[src/rtl/formula_loader_pkg.sv]
// Shared types and sizing for the CNF formula loader and its consumers.
package formula_loader_pkg;
  localparam int number_literal    = 5;
  localparam int number_clauses    = 10;
  localparam int width_litarray    = $clog2(number_literal) - 1;
  localparam int width_clausearray = $clog2(number_clauses) - 1;

  localparam logic [width_litarray:0]    max_lits    = number_literal[width_litarray:0];
  localparam logic [width_clausearray:0] max_clauses = number_clauses[width_clausearray:0];

  typedef struct packed {
    logic [width_litarray:0] num;
    logic                    val;
  } literal_t;

  typedef struct packed {
    literal_t [number_literal-1:0] lits;
    logic [width_litarray:0]       len;
  } clause_t;

  typedef struct packed {
    clause_t [number_clauses-1:0] clauses;
    logic [width_clausearray:0]   len;
  } formula_t;

  typedef struct packed {
    logic [width_litarray:0] num;
    logic                    val;
    logic                    lit_last;
    logic                    frm_last;
  } lit_beat;

  typedef enum logic [1:0] {COLLECT, DRAIN, DONE} loader_state_t;

  localparam formula_t zero_formula = '0;

  function automatic logic legal_num(input logic [width_litarray:0] n);
    return (n != '0) && (n <= max_lits);
  endfunction
endpackage

[src/rtl/formula_loader_if.sv]
// Literal stream in, assembled formula out; master drives literals and consumes the formula.
interface formula_loader_if;
  import formula_loader_pkg::*;

  logic                    lit_valid;
  logic                    lit_ready;
  logic [width_litarray:0] lit_num;
  logic                    lit_val;
  logic                    lit_last;
  logic                    frm_last;
  formula_t                formula_o;
  logic                    formula_valid;
  logic                    formula_ready;
  logic                    err;

  modport master (
    output lit_valid, lit_num, lit_val, lit_last, frm_last, formula_ready,
    input  lit_ready, formula_o, formula_valid, err
  );

  modport slave (
    input  lit_valid, lit_num, lit_val, lit_last, frm_last, formula_ready,
    output lit_ready, formula_o, formula_valid, err
  );
endinterface

[src/rtl/formula_loader_clause_builder.sv]
// Accumulates literals of the clause in progress and flags per-clause errors.
module formula_loader_clause_builder
  import formula_loader_pkg::*;
(
  input  logic    clk,
  input  logic    rst_n,
  input  lit_beat beat,
  input  logic    take,
  input  logic    hold,
  input  logic    clear,
  output clause_t clause_o,
  output logic    done,
  output logic    bad
);
  clause_t                 cur;
  logic [width_litarray:0] l_idx;
  logic                    wr;
  logic                    end_c;

  assign end_c = beat.lit_last | beat.frm_last;
  assign bad   = take && (!legal_num(beat.num) || (l_idx == max_lits));
  assign wr    = take && !bad && !hold;
  assign done  = wr && end_c;

  // clause_o is the clause with the current beat appended, ready to store on done
  always_comb begin
    clause_o = cur;
    if (l_idx < max_lits) begin
      clause_o.lits[l_idx] = '{num: beat.num, val: beat.val};
    end
    clause_o.len = l_idx + 1'b1;
  end

  always_ff @(posedge clk or negedge rst_n) begin
    if (!rst_n) begin
      cur   <= '0;
      l_idx <= '0;
    end else if (clear) begin
      cur   <= '0;
      l_idx <= '0;
    end else if (wr) begin
      if (end_c) begin
        cur   <= '0;
        l_idx <= '0;
      end else begin
        cur   <= clause_o;
        l_idx <= l_idx + 1'b1;
      end
    end
  end
endmodule

[src/rtl/formula_loader.sv]
// Streams CNF literals into a packed formula and hands it to the solver via valid/ready.
module formula_loader
  import formula_loader_pkg::*;
(
  input logic             clk,
  input logic             rst_n,
  formula_loader_if.slave bus
);
  loader_state_t              state;
  formula_t                   frm;
  logic [width_clausearray:0] c_idx;
  logic                       lit_ready_q;
  logic                       valid_q;
  logic                       err_q;
  lit_beat                    beat;
  clause_t                    clause_done;
  logic                       accept, take, c_full, bad_lit, clause_end, beat_err, handoff;

  assign beat     = '{num: bus.lit_num, val: bus.lit_val,
                      lit_last: bus.lit_last, frm_last: bus.frm_last};
  assign accept   = bus.lit_valid && lit_ready_q;
  assign take     = accept && (state == COLLECT);
  assign c_full   = (c_idx == max_clauses);
  assign beat_err = bad_lit || (take && c_full);
  assign handoff  = (state == DONE) && bus.formula_ready;

  formula_loader_clause_builder u_builder (
    .clk      (clk),
    .rst_n    (rst_n),
    .beat     (beat),
    .take     (take),
    .hold     (c_full),
    .clear    (handoff),
    .clause_o (clause_done),
    .done     (clause_end),
    .bad      (bad_lit)
  );

  // formula len is only written on an error-free finish, so an invalid formula presents len 0
  always_ff @(posedge clk or negedge rst_n) begin
    if (!rst_n) begin
      state       <= COLLECT;
      lit_ready_q <= 1'b0;
      valid_q     <= 1'b0;
      err_q       <= 1'b0;
      frm         <= zero_formula;
      c_idx       <= '0;
    end else begin
      unique case (state)
        COLLECT: begin
          lit_ready_q <= 1'b1;
          if (take) begin
            if (beat_err) err_q <= 1'b1;
            if (clause_end) begin
              frm.clauses[c_idx] <= clause_done;
              c_idx              <= c_idx + 1'b1;
            end
            if (beat.frm_last) begin
              if (!beat_err) frm.len <= c_idx + 1'b1;
              state       <= DONE;
              lit_ready_q <= 1'b0;
              valid_q     <= 1'b1;
            end else if (beat_err) begin
              state <= DRAIN;
            end
          end
        end
        DRAIN: begin
          lit_ready_q <= 1'b1;
          if (accept && beat.frm_last) begin
            state       <= DONE;
            lit_ready_q <= 1'b0;
            valid_q     <= 1'b1;
          end
        end
        DONE: begin
          if (handoff) begin
            state       <= COLLECT;
            lit_ready_q <= 1'b1;
            valid_q     <= 1'b0;
            err_q       <= 1'b0;
            frm         <= zero_formula;
            c_idx       <= '0;
          end
        end
        default: state <= COLLECT;
      endcase
    end
  end

  assign bus.lit_ready     = lit_ready_q;
  assign bus.formula_valid = valid_q;
  assign bus.err           = err_q;
  assign bus.formula_o     = frm;
endmodule

[src/flat_wrapper.sv]
// flat-port wrapper written by rule: the top's interface ports become plain ports
module formula_loader_flat import formula_loader_pkg::*;
  (clk, rst_n, bus_lit_valid, bus_lit_num, bus_lit_val, bus_lit_last, bus_frm_last, bus_formula_ready, bus_lit_ready, bus_formula_o, bus_formula_valid, bus_err);
  formula_loader_if bus_i ();
  input logic clk;
  input logic rst_n;
  input wire logic [$bits(bus_i.lit_valid)-1:0] bus_lit_valid;
  input wire logic [$bits(bus_i.lit_num)-1:0] bus_lit_num;
  input wire logic [$bits(bus_i.lit_val)-1:0] bus_lit_val;
  input wire logic [$bits(bus_i.lit_last)-1:0] bus_lit_last;
  input wire logic [$bits(bus_i.frm_last)-1:0] bus_frm_last;
  input wire logic [$bits(bus_i.formula_ready)-1:0] bus_formula_ready;
  output wire logic [$bits(bus_i.lit_ready)-1:0] bus_lit_ready;
  output wire logic [$bits(bus_i.formula_o)-1:0] bus_formula_o;
  output wire logic [$bits(bus_i.formula_valid)-1:0] bus_formula_valid;
  output wire logic [$bits(bus_i.err)-1:0] bus_err;
  assign bus_i.lit_valid = bus_lit_valid;
  assign bus_i.lit_num = bus_lit_num;
  assign bus_i.lit_val = bus_lit_val;
  assign bus_i.lit_last = bus_lit_last;
  assign bus_i.frm_last = bus_frm_last;
  assign bus_i.formula_ready = bus_formula_ready;
  assign bus_lit_ready = bus_i.lit_ready;
  assign bus_formula_o = bus_i.formula_o;
  assign bus_formula_valid = bus_i.formula_valid;
  assign bus_err = bus_i.err;
  formula_loader u_core (.clk(clk), .rst_n(rst_n), .bus(bus_i));
endmodule
[config.mk]
export PLATFORM = sky130hd
export DESIGN_NAME = formula_loader_flat
export DESIGN_NICKNAME = d
export VERILOG_FILES = /design/src/rtl/formula_loader_pkg.sv /design/src/rtl/formula_loader_if.sv /design/src/rtl/formula_loader_clause_builder.sv /design/src/rtl/formula_loader.sv /design/src/flat_wrapper.sv
export SDC_FILE = /design/constraint.sdc
export NUM_CORES = 1
export LEC_CHECK = 0
export BUFFER_PORTS_ARGS = -buffer_cell sky130_fd_sc_hd__buf_2
export CAP_MARGIN = 25
export CELL_PAD_IN_SITES_DETAIL_PLACEMENT = 1
export CELL_PAD_IN_SITES_GLOBAL_PLACEMENT = 1
export CORE_MARGIN = 10
export CORE_UTILIZATION = 43
export DETAILED_ROUTE_END_ITERATION = 12
export PLACE_DENSITY_LB_ADDON = 0.1
export SETUP_SLACK_MARGIN = 0.02
export SYNTH_ARGS = -nofsm -noshare
export SYNTH_HDL_FRONTEND = slang
export SYNTH_SLANG_ARGS = --single-unit
[constraint.sdc]
create_clock -name clk -period 2.2 [get_ports clk]
set_input_delay 0.33 -clock clk [delete_from_list [all_inputs] [get_ports clk]]
set_output_delay 0.33 -clock clk [all_outputs]
set_load 0.02 [all_outputs]
# == Word-level counts from Yosys, hierarchy flattened ==
# Cells that the tools add are included.
# word_totals
ff_bits,266
in_bits,10
out_inout_bits,237
# classes
add_sub_neg,2
n_lt_le_gt_ge,6
n_eq_ne,12
mux,42
n_bitwise,1
reduce_logical,28
# op_table
operator,n
two-way mux 234 bit,2
one-hot mux 234 bit (2 select lines),1
bitwise mux 230 bit,1
two-way mux 230 bit,1
demux 23 bit (select 4 bit),1
two-way mux 23 bit,4
two-way mux 4 bit,6
bitwise mux 20 bit,1
two-way mux 20 bit,1
demux 4 bit (select 3 bit),1
logical AND 1 bit,12
AND reduction 4 bit,3
two-way mux 1 bit,10
two-way mux 2 bit,5
!= test 2 x 1 -> 1 bit (second input constant),5
AND reduction 5 bit,2
two-way mux 3 bit,3
one-hot mux 4 bit (2 select lines),1
one-hot mux 1 bit (3 select lines),2
one-hot mux 2 bit (3 select lines),1
nonzero test 3 bit,2
less-than comparator 4 x 5 -> 1 bit (second input constant),1
adder 4 x 1 -> 4 bit (second input constant),1
equality test 4 bit (second input constant),1
18 further kinds,23

# == Longest topological paths before layout ==
# Gate-level depths: netlist (run 1).
# logic_depth
depth_word,12
mapped_depth,10
depth_no_buf,7

# == By module ==
# From an unflattened synthesis (run 1), not the netlist that was laid out.
# hier_totals
cells_unflattened,805
area_unflattened_um2,10567.6
# by_module_without_submodules
module,n_inst,cells_per_inst,area_per_inst_um2,seq_area_each_um2
formula_loader,1,654,9132.5,6080.8
formula_loader_clause_builder,1,151,1435.1,575.6

# == Worst setup path after synthesis (run 1) ==
# No wires, ideal clock.
# synth_path
path_type,flip-flop to flip-flop
startpoint,register u_core.u_builder.l_idx[1]
endpoint,register u_core.frm (netlist bit u_core.bus.formula_o[39])
arrival_time_ns,1.915
required_ns,2.063
path_slack_ns,0.148
stages_incl_launch_ff,11
cell_sequence,dfrtp_1 buf_2 inv_2 ha_1 a22oi_4 nand4_1 o21ai_1 buf_2 o211ai_2 buf_2 o2bb2ai_1
# synth_between
elab_chain_len,10
word_cells_on_any_way,21
classes_between,order compare: 3; eq/ne: 2; mux: 8; reduce/logical: 8
# synth_rtl
element,line_no,text
start: declaration,formula_loader_clause_builder.sv:16,logic [width_litarray:0] l_idx;
start signal: assignment,formula_loader_clause_builder.sv:47,l_idx <= l_idx + 1'b1;
less-than comparator 3 x 4 -> 1 bit (implied by the code) or >= comparator 3 x 1 -> 1 bit (tied branches),formula_loader_clause_builder.sv:29,"clause_o.lits[l_idx] = '{num: beat.num, val: beat.val};"
logical AND 1 bit (implied by the code),formula_loader_clause_builder.sv:29,
two-way mux 4 bit (implied by the code),formula_loader_clause_builder.sv:29,
demux 4 bit (select 3 bit),formula_loader_clause_builder.sv:29,
bitwise mux 20 bit,formula_loader_clause_builder.sv:29,
two-way mux 20 bit,formula_loader_clause_builder.sv:28,if (l_idx < max_lits) begin
bitwise mux 230 bit,formula_loader.sv:55,frm.clauses[c_idx] <= clause_done;
two-way mux 230 bit,formula_loader.sv:54,if (clause_end) begin
two-way mux 234 bit,formula_loader.sv:52,if (take) begin
one-hot mux 234 bit (2 select lines),formula_loader.sv:49,unique case (state)
end signal: assignment,formula_loader.sv:46,frm <= zero_formula;
end signal: assignment,formula_loader.sv:82,frm <= zero_formula;
end: declaration,formula_loader.sv:10,formula_t frm;
# Several ways; a longest one is shown, not always the timed one. The select of a mux whose other input is x is not followed.
# A chain may end at the register's enable or synchronous reset.

# == Worst setup path after layout (run 1) ==
# layout_path
startpoint,register u_core.c_idx[0]
endpoint,register u_core.frm (netlist bit u_core.bus.formula_o[135])
# layout_between
elab_chain_len,8
word_cells_on_any_way,15
classes_between,order compare: 2; eq/ne: 2; mux: 6; reduce/logical: 5
# layout_rtl
element,line_no,text
start: declaration,formula_loader.sv:11,logic [width_clausearray:0] c_idx;
start signal: assignment,formula_loader.sv:56,c_idx <= c_idx + 1'b1;
less-than comparator 4 x 5 -> 1 bit (implied by the code) or >= comparator 4 x 1 -> 1 bit (tied branches),formula_loader.sv:55,
logical AND 1 bit (implied by the code),formula_loader.sv:55,
two-way mux 23 bit (implied by the code),formula_loader.sv:55,
demux 23 bit (select 4 bit),-,
bitwise mux 230 bit,formula_loader.sv:55,
two-way mux 230 bit,formula_loader.sv:54,
two-way mux 234 bit,formula_loader.sv:52,
one-hot mux 234 bit (2 select lines),formula_loader.sv:49,
# Several ways; a longest one is shown, not always the timed one. The select of a mux whose other input is x is not followed.

==> results of run 1 <==
## placed cells by master (no fill, tap or decap), drive strengths merged, types with 3 or more instances in the layout
cell,instances
nand2,40
nor2,31
buf,355
nor3,4
mux2i,22
clkbuf,46
o211ai,10
ha,10
clkinv,7
dfrtp,266
a22o,22
and2,6
nand4,3
nand3b,3
o2bb2ai,120
a21oi,5
nor3b,95
inv,9
xor2,3
a22oi,4
nor2b,9
clkinvlp,3
and3,4
nand3,4
a221o,88
o21ai,33
## kinds of logic after synthesis
family	Yosys count	share of synthesized area, %
AOI/OAI and AO/OA	292	22.44
xor gates and xnor gates	3	0.2315
adders and majority gates	10	1.102
buffers and inverters	92	4.210
DFF	266	58.64
muxes	24	2.138
and+or+nand+nor	201	11.24
## path summary, 6_finish.rpt
path / startpoint / endpoint / slack, ns / cells past startpoint
worst max-delay path: u_core.c_idx[0] / u_core.bus.formula_o[135] / -0.02 / 8
worst min-delay path: bus_formula_ready / u_core.bus.formula_valid / 0.14 / 4
worst max register to register: u_core.c_idx[0] / u_core.bus.formula_o[135] / -0.02 / 8
worst min register to register: u_core.u_builder.cur[17] / u_core.u_builder.cur[17] / 0.48 / 2
max in group asynchronous: rst_n / u_core.bus.formula_o[230] / 1.18 / 3
min in group asynchronous: rst_n / u_core.bus.formula_o[181] / 0.25 / 2
## worst max-delay path, stage by stage, from the launching register on
cell      delay, ns
dfrtp_1        0.39
inv_2          0.07
ha_2           0.20
nand3b_1       0.13
buf_4          0.12
and4_4         0.24
nand3b_4       0.16
nor2b_2        0.58
a221o_1        0.27
## layout make-up
class                   count  share of cell area (%)
repair buffers            363                   16.88
inverters                   9                  0.2243
flip-flops and latches    266                   44.19
well taps                 335                   2.782
multi-input cells         535                   29.65
clock inverters            12                  0.8555
diodes                      2                 0.03322
clock buffers              39                   5.390
## state kept, by name (all words and copies together) (netlist names)
signal                    flops
u_core.bus.err                1
u_core.state                  2
u_core.u_builder.cur         20
u_core.bus.formula_valid      1
u_core.u_builder.l_idx        3
u_core.c_idx                  4
u_core.bus.formula_o        234
u_core.bus.lit_ready          1
## power breakdown
| group | total (mW) | internal [mW] | switching (mW) |
|---|---|---|---|
| clock network | 4.87 | 2.81 | 2.06 |
| registers | 6.77 | 5.89 | 0.881 |
| logic | 9.25 | 3.93 | 5.32 |
| total | 20.9 | 12.6 | 8.26 |
## through the flow
stage          instance area (sq um)  utilization, %  std cells  hold slack [ns]  worst slack, ns
6_report                       15060           57.97       1561           0.1389         -0.01544
5_1_grt                        15060           57.96       1560           0.1800         -0.07510
4_1_cts                        14410           55.47       1526           0.1328         -0.01960
3_5_place_dp                   13360           51.43       1471           0.2424          -0.2346
3_3_place_gp                   13360           51.43       1471           0.2384          -0.1044
2_1_floorplan                  11350               -        888          0.03441           0.1483
## what timing repair did
item                                   4_1_cts  5_1_grt
hold buffers                                 1        0
pin swaps                                    0       52
endpoints found under the hold margin       33        0
cloned                                       2       17
buffers inserted                             1       16
resized for setup                           10       36
setup endpoints to repair                  220      230
## routing by layer
layer / track usage, % / share of wire (%)
met3: 6.568 / 7.4
met1: 30.84 / 43
met4: 3.449 / 2.3
met2: 34.86 / 47
met5: 0 / 0.043
==> impl_metrics.env, run 1 <==
export IMPL_status="complete, but fails checks"
export IMPL_violations="negative setup slack"
export IMPL_setup_viol=4
export IMPL_setup_slack_ns=-0.01544
export IMPL_synth_area_sq_um=11350
export IMPL_max_slew_worst_pin_slew_ns=0.6575
export IMPL_peakVddDrop_mv=0.8549
export IMPL_worstSkewPairLatency_ns=0.55
export IMPL_syn2layout_area_growth_pct=32.70
export IMPL_grt_pass1_vias=9735
export IMPL_synth_seq_cells=266
export IMPL_leakage_nw=6.765
export IMPL_cts_root_buf="clkbuf_16"
export IMPL_cts_tree="built"
export IMPL_vias=9390
export IMPL_fillers=2723
export IMPL_synth_cell_type_count=53
export IMPL_finalHoldViolCount=0
export IMPL_synth_edf_count=0
export IMPL_rsz0062_at_grt="true"
export IMPL_crit_arrival_ns=2.69
export IMPL_synth_area_leaders="dfrtp_1, o2bb2ai_1, a221o_1"
export IMPL_final_max_slew_viol_count=0
export IMPL_antenna_found_initial=3
export IMPL_end_kind="flip-flop"
export IMPL_avgSynthCellArea_sq_um=12.78
export IMPL_wl_per_cell_um=26.77
export IMPL_synth_warnings=0
export IMPL_fin_crit_sh_pct=100.7
export IMPL_grt_first_pass_wirelength_um=60050
export IMPL_coreArea_sq_um=25980
export IMPL_multi_input_area_sq_um=4467
export IMPL_worstSetupPathType="flip-flop to flip-flop"
export IMPL_placementRows=59
export IMPL_cp_start_kind="flip-flop"
export IMPL_dr_pass1_iters=5
export IMPL_nets=1223
export IMPL_min_path_type="primary input to flip-flop"
export IMPL_synth_most_common_cell="dfrtp_1"
export IMPL_drtIter0Drc=736
export IMPL_syn_nets=908
export IMPL_grtUsageTotal_pct=22.40
export IMPL_dieArea_sq_um=33300
export IMPL_die_x_um=182.5
export IMPL_place_gp_congestion=0.7931
export IMPL_critPathMaxFanout=11
export IMPL_yosysTopAreaCellShare_pct=58.64
export IMPL_clk_pin_slew_ns=0.07
export IMPL_numCtsBuffers=28
export IMPL_drc=0
export IMPL_htreeDepth=1
export IMPL_syn_inst=888
export IMPL_layout_area_seq_sq_um=6656
export IMPL_initial_core_util_pct=43.69
export IMPL_grt_max_degree=121
export IMPL_die_h_um=182.5
export IMPL_synth_common_cells="dfrtp_1, o2bb2ai_1, nor3b_1, a221o_1, buf_2"
export IMPL_max_freq_mhz=451.4
export IMPL_grt_ovfl_total=0
export IMPL_cts_buffer_depth=3
export IMPL_drv_cap=0
export IMPL_async_flop_share_pct=100.0
export IMPL_layout_min_cycle_time_ns=2.215
export IMPL_cp_required_ns=2.68
export IMPL_cts_sinks=266
export IMPL_routed_via_density=6.015
export IMPL_powerDensity_nw_per_um2=1387
export IMPL_dp_final_hpwl_um=26150
export IMPL_slew_headroom_pct=55.97
export IMPL_tns_ns=-0.04070
export IMPL_fin_skew_ns=0.01392
export IMPL_ios=247
export IMPL_synth_area_leader_cell="dfrtp_1"
export IMPL_drive_gt1_share_pct=37.34
export IMPL_synth_ff_type="dfrtp_1"
export IMPL_power_mw=20.89
export IMPL_detail_route_antenna_nets=0
export IMPL_portBuffers=246
export IMPL_ys_seq_area_share_pct=58.64
export IMPL_routed_wl_um=41780
No activity file was read; power rests on OpenSTA's default activity.
==> run 2, diff against run 1 <==
==> constraint.sdc (replaced) <==
create_clock -name clk -period 2.2 [get_ports clk]
set_input_delay 0 -clock clk [delete_from_list [all_inputs] [get_ports clk]]
set_output_delay 0 -clock clk [all_outputs]
set_load 0.02 [all_outputs]
==> run 2 against run 1 <==
The flow now finishes without violations. Combinational power is 9.2% lower. Sequential cell count stayed put. Total power is 4.1% lower. Fmax increased by 1.6%. Sequential share of layout area rose by 0.58 points. Global-route usage shrank 0.44 points. Die area unchanged. Critical endpoint is now u_core.bus.formula_o[138]. Largest cell class unchanged. Highest routed layer unchanged.
==> impl_metrics.env, run 2 (synthesis results as in run 1) <==
export IMPL_status="finished clean"
export IMPL_powerDensity_nw_per_um2=1347
export IMPL_r2r_cells=9
export IMPL_nets=1209
export IMPL_routed_wl_um=39490
export IMPL_grt_first_pass_wirelength_um=59040
export IMPL_max_slew_worst_pin_slew_ns=0.6591
export IMPL_fin_crit_sh_pct=99.09
export IMPL_cp_start_kind="flip-flop"
export IMPL_grt_ovfl_total=0
export IMPL_antenna_found_initial=2
export IMPL_layout_commonest_cell="dfrtp_1"
export IMPL_worstSetupPathType="flip-flop to flip-flop"
export IMPL_peakVddDrop_mv=0.7919
export IMPL_grt_max_degree=98
export IMPL_slowest_delay_ns=0.37
export IMPL_cts_sinks=266
export IMPL_rsz0062_at_grt="true"
export IMPL_largest_reg_flops=234
export IMPL_final_max_slew_viol_count=0
export IMPL_clk_pin_slew_ns=0.07
export IMPL_crit_arrival_ns=2.60
export IMPL_die_h_um=182.5
export IMPL_detail_route_antenna_nets=0
export IMPL_ios=247
export IMPL_min_path_type="primary input to asynchronous set/reset pin"
export IMPL_cts_tree="built"
export IMPL_setup_slack_ns=0.02000
export IMPL_dp_final_hpwl_um=26000
export IMPL_syn2layout_area_growth_pct=30.99
export IMPL_coreArea_sq_um=25980
export IMPL_dr_pass1_iters=4
export IMPL_crit_path_top_delay_cell="dfrtp_1"
export IMPL_initial_core_util_pct=43.69
export IMPL_slew_headroom_pct=56.06
export IMPL_critPathMaxFanout=22
export IMPL_cp_required_ns=2.62
export IMPL_setup_viol=0
export IMPL_finalHoldViolCount=0
export IMPL_portBuffers=246
export IMPL_die_x_um=182.5
export IMPL_fin_skew_ns=0.01539
export IMPL_numCtsBuffers=28
export IMPL_leakage_nw=6.648
export IMPL_max_freq_mhz=458.7
export IMPL_drive_gt1_share_pct=37.08
export IMPL_dp_cells=1469
export IMPL_worstSkewPairLatency_ns=0.55
export IMPL_place_gp_congestion=0.8310
export IMPL_cts_root_buf="clkbuf_16"
export IMPL_placementRows=59
export IMPL_htreeDepth=1
export IMPL_layout_common_cells="dfrtp_1, buf_2, o2bb2ai_1, nor3b_1, a221o_1"
export IMPL_tns_ns=0
export IMPL_vias=9128
export IMPL_drtIter0Drc=535
export IMPL_rrSetupSlack_ns=0.02
export IMPL_drv_cap=0
export IMPL_end_kind="flip-flop"
export IMPL_grt_pass1_vias=9645
export IMPL_grtUsageTotal_pct=21.96
export IMPL_dp_slack_ns=-0.1976
export IMPL_drc=0
export IMPL_dieArea_sq_um=33300
export IMPL_routed_via_density=5.900
export IMPL_fillers=2683
export IMPL_cts_buffer_depth=3
export IMPL_layout_min_cycle_time_ns=2.180
export IMPL_rr_endpoint="u_core.bus.formula_o[138]"
export IMPL_wl_per_cell_um=25.53
export IMPL_r2r_start="u_core.c_idx[0]"
export IMPL_path_cells="inv_2 > ha_2 > nand3b_1 > nand4_1 > o21ai_4 > buf_12 > nand2_8 > clkbuf_16 > a221o_1"
export IMPL_final_cells=1547
## run 2: cell count changes in the layout (fill, tap and decap cells not counted), sizes merged, moves of 2 or more
| cell | change |
|---|---|
| clkinvlp | -3 |
| clkbuf | +3 |
| dlygate4sd3 | +5 |
| buf | -12 |
| clkinv | -2 |
| nor2b | -2 |
## run 2: metrics by stage
step           util, %  total power [mW]  cell area (sq um)  hold slack [ns]
2_1_floorplan        -             11.48              11350          -0.2956
3_3_place_gp     51.23             14.05              13310          0.03131
3_5_place_dp     51.23             14.30              13310          0.03761
4_1_cts          55.19             19.26              14340          0.02567
5_1_grt          57.22             21.10              14870          0.06554
6_report         57.23             20.03              14870          0.02311
## run 2: worst max path at each step
stage | from | end | slack (ns) | cells past startpoint
2_1_floorplan | u_core.u_builder.l_idx[1] | u_core.bus.formula_o[39] | 0.15 | 10
3_3_place_gp | u_core.u_builder.l_idx[0] | u_core.bus.formula_o[130] | -0.08 | 6
3_5_place_dp | u_core.state[1] | u_core.bus.formula_o[149] | -0.20 | 7
4_1_cts | u_core.u_builder.l_idx[1] | u_core.bus.formula_o[198] | -0.01 | 9
5_1_grt | u_core.state[1] | u_core.u_builder.cur[14] | -0.07 | 10
6_report | u_core.c_idx[0] | u_core.bus.formula_o[138] | 0.02 | 9
## run 2: what timing repair did
action,4_1_cts,5_1_grt
endpoints found under the hold margin,213,0
gates cloned,0,8
endpoints found under the setup margin,197,234
gates resized for setup,5,57
hold buffers,6,0
setup buffers,0,11
pin swaps,0,29
## run 2: power breakdown
| part | internal (mW) | total [mW] | switching [mW] |
|---|---|---|---|
| Clock | 2.91 | 4.89 | 1.97 |
| Sequential | 5.89 | 6.74 | 0.847 |
| Combinational | 3.43 | 8.40 | 4.97 |
## run 2: metal layers
layer  GRT usage, %  wire length, um
met2          34.71            18770
met4          3.840              531
met1          29.15            16970
met5              0               13
met3          7.141             3205
## run 2: area by class of cell
cell class / count / area, sq um / share of cell area, %
flip-flops and latches: 266 / 6656 / 44.76
diodes: 1 / 2.502 / 0.01683
well taps: 335 / 419.2 / 2.819
repair buffers: 353 / 2340 / 15.73
inverters: 9 / 33.78 / 0.2272
clock buffers: 45 / 865.8 / 5.822
multi-input cells: 531 / 4468 / 30.05
clock inverters: 7 / 85.08 / 0.5722
## run 2: worst max-delay path, delay by kind of cell (launching register included)
kind / cells / cell delay [ns]
simple gates: 3 / 0.44
compound gates: 2 / 0.62
flops: 1 / 0.37
buf+inv: 3 / 0.41
fa+ha+maj: 1 / 0.19
==> run 3, diff against run 2 <==
--- a/config.mk
+++ b/config.mk
@@ -13,6 +13,7 @@
 export CORE_UTILIZATION = 43
 export DETAILED_ROUTE_END_ITERATION = 12
 export PLACE_DENSITY_LB_ADDON = 0.1
+export REMOVE_ABC_BUFFERS = 1
 export SETUP_SLACK_MARGIN = 0.02
 export SYNTH_ARGS = -nofsm -noshare
 export SYNTH_HDL_FRONTEND = slang
==> run 3 against run 2 <==
Hold slack improved by 0.017 ns. Fmax decreased by 0.56%. Sequential cell count unchanged. Register-to-register slack hardly changed. Largest power group unchanged. Highest routed layer is now met4.
==> impl_metrics.env, run 3 (synthesis results as in run 1) <==
export IMPL_status="finished clean"
export IMPL_layout_common_cells="dfrtp_1, buf_2, o2bb2ai_1, nor3b_1, a221o_1"
export IMPL_peakVddDrop_mv=0.8240
export IMPL_routed_wl_um=40720
export IMPL_wl_per_cell_um=26.47
export IMPL_power_mw=20.05
export IMPL_nets=1202
export IMPL_dp_final_hpwl_um=25510
export IMPL_cts_tree="built"
export IMPL_cts_buffer_depth=3
export IMPL_worstSkewPairLatency_ns=0.55
export IMPL_ios=247
export IMPL_fin_skew_ns=0.01773
export IMPL_tns_ns=0
export IMPL_drive_gt1_share_pct=35.00
export IMPL_max_freq_mhz=456.1
export IMPL_startpoint="u_core.c_idx[0]"
export IMPL_final_max_slew_viol_count=0
export IMPL_path_depth=10
export IMPL_die_x_um=182.5
export IMPL_detail_route_antenna_nets=0
export IMPL_p_clk_share_pct=24.1
export IMPL_htreeDepth=1
export IMPL_dpl_instance_area_sq_um=13350
export IMPL_worstSetupPathType="flip-flop to flip-flop"
export IMPL_seqPwrFrac_pct=33.6
export IMPL_setup_viol=0
export IMPL_p_sw_mw=7.826
export IMPL_max_slew_worst_pin_slew_ns=0.5970
export IMPL_finish_instance_area_sq_um=14810
export IMPL_drc=0
export IMPL_grt_max_degree=120
export IMPL_antenna_cells=0
export IMPL_fillers=2705
export IMPL_initial_core_util_pct=43.69
export IMPL_dieArea_sq_um=33300
export IMPL_leakage_nw=6.647
export IMPL_die_h_um=182.5
export IMPL_crit_top_cell="buf_6"
export IMPL_grtUsageTotal_pct=22.52
export IMPL_path_cells="inv_2 > ha_4 > nand3b_1 > nand4_1 > o21ai_1 > buf_4 > nand2_8 > buf_6 > buf_6 > a221o_1"
export IMPL_critical_path_buf_inv_count=4
export IMPL_crit_arrival_ns=2.62
export IMPL_routed_via_density=6.027
export IMPL_p_int_mw=12.23
export IMPL_place_gp_congestion=0.8442
export IMPL_rsz0062_at_grt="true"
export IMPL_rr_endpoint="u_core.bus.formula_o[149]"
export IMPL_coreArea_sq_um=25980
export IMPL_endpoint="u_core.bus.formula_o[149]"
export IMPL_slew_headroom_pct=60.20
export IMPL_drtIter0Drc=636
export IMPL_vias=9269
export IMPL_cts_sinks=266
export IMPL_layout_commonest_cell="dfrtp_1"
export IMPL_placementRows=59
export IMPL_powerDensity_nw_per_um2=1354
export IMPL_layout_area_seq_sq_um=6656
export IMPL_antenna_found_initial=0
export IMPL_min_path_type="primary input to asynchronous set/reset pin"
export IMPL_power_frac_comb_pct=42.3
export IMPL_largest_reg_flops=234
export IMPL_clk_pin_slew_ns=0.06
export IMPL_fin_crit_sh_pct=99.65
export IMPL_end_kind="flip-flop"
export IMPL_cp_required_ns=2.63
export IMPL_rrSetupSlack_ns=0.008
export IMPL_grt_first_pass_wirelength_um=60680
export IMPL_finalHoldViolCount=0
export IMPL_grt_ovfl_total=0
export IMPL_layout_min_cycle_time_ns=2.192
export IMPL_slowest_delay_ns=0.37
export IMPL_drv_cap=0
export IMPL_syn2layout_area_growth_pct=30.49
export IMPL_dr_pass1_iters=5
export IMPL_crit_path_top_delay_cell="dfrtp_1"
export IMPL_numCtsBuffers=28
export IMPL_cp_start_kind="flip-flop"
export IMPL_portBuffers=246
export IMPL_critPathMaxFanout=15
export IMPL_multi_input_area_sq_um=4348
export IMPL_cts_root_buf="clkbuf_16"
export IMPL_grt_pass1_vias=9879
export IMPL_cpLargestDelayFamily="buffers and inverters"
export IMPL_switching_share_pct=39.03
export IMPL_r2r_start="u_core.c_idx[0]"
export IMPL_r2r_cells=10
run 3: how the worst min path moves through the flow:
| stage | from | cells past startpoint | slack, ns | end |
|---|---|---|---|---|
| floorplan | rst_n | 0 | -0.30 | u_core.bus.err |
| global placement | rst_n | 1 | 0.02 | u_core.bus.formula_o[105] |
| detailed placement | rst_n | 1 | 0.02 | u_core.bus.formula_o[105] |
| CTS | bus_lit_val | 4 | 0.03 | u_core.bus.formula_o[230] |
| global route | bus_lit_val | 4 | 0.06 | u_core.bus.formula_o[230] |
| finish | rst_n | 2 | 0.04 | u_core.bus.formula_o[146] |
run 3: layout make-up:
class                      count  share of cell area [%]
timing repair buffer         346                   16.30
sequential                   266                   44.94
clock buffer                  43                   5.651
clock inverter                 8                  0.7011
multi-input combinational    531                   29.35
tap                          335                   2.830
inverter                       9                  0.2281
run 3: repair_timing:
item                                    4_1_cts  5_1_grt
hold buffers                                  6        0
gates resized for setup                       1       38
hold endpoints to repair                    272        0
pin swaps                                     0       10
setup buffers                                 0        8
cloned                                        0        9
endpoints found under the setup margin       17      216
run 3: per-stage QoR:
step | instances | worst slack, ns | utilization, % | hold slack (ns)
floorplan | 805 | -3.935 | - | -0.2956
global placement | 1464 | 0.08380 | 51.39 | 0.02289
detailed placement | 1464 | 0.01172 | 51.39 | 0.02122
CTS | 1521 | 0.02120 | 55.25 | 0.02592
global route | 1538 | -0.05784 | 57.01 | 0.06260
finish | 1538 | 0.007646 | 57.01 | 0.03966
run 3: layer usage:
layer / wire length [um] / GRT usage (%) / up-vias
li1: - / - / 4018
met3: 3244 / 7.260 / 36
met2: 18760 / 35.63 / 303
met5: 0 / 0 / -
met4: 481 / 3.287 / 0
met1: 18230 / 30.14 / 4912
run 3: power by group through the flow:
stage                     registers, mW  logic (mW)  clock network (mW)
final                              6.75        8.47                4.83
after global routing               6.87        9.07                5.11
after floorplan                    7.77        3.38                   0
after detailed placement           6.76        7.49                   0
after CTS                          6.71        7.55                4.89
after global placement             6.73        7.30                   0
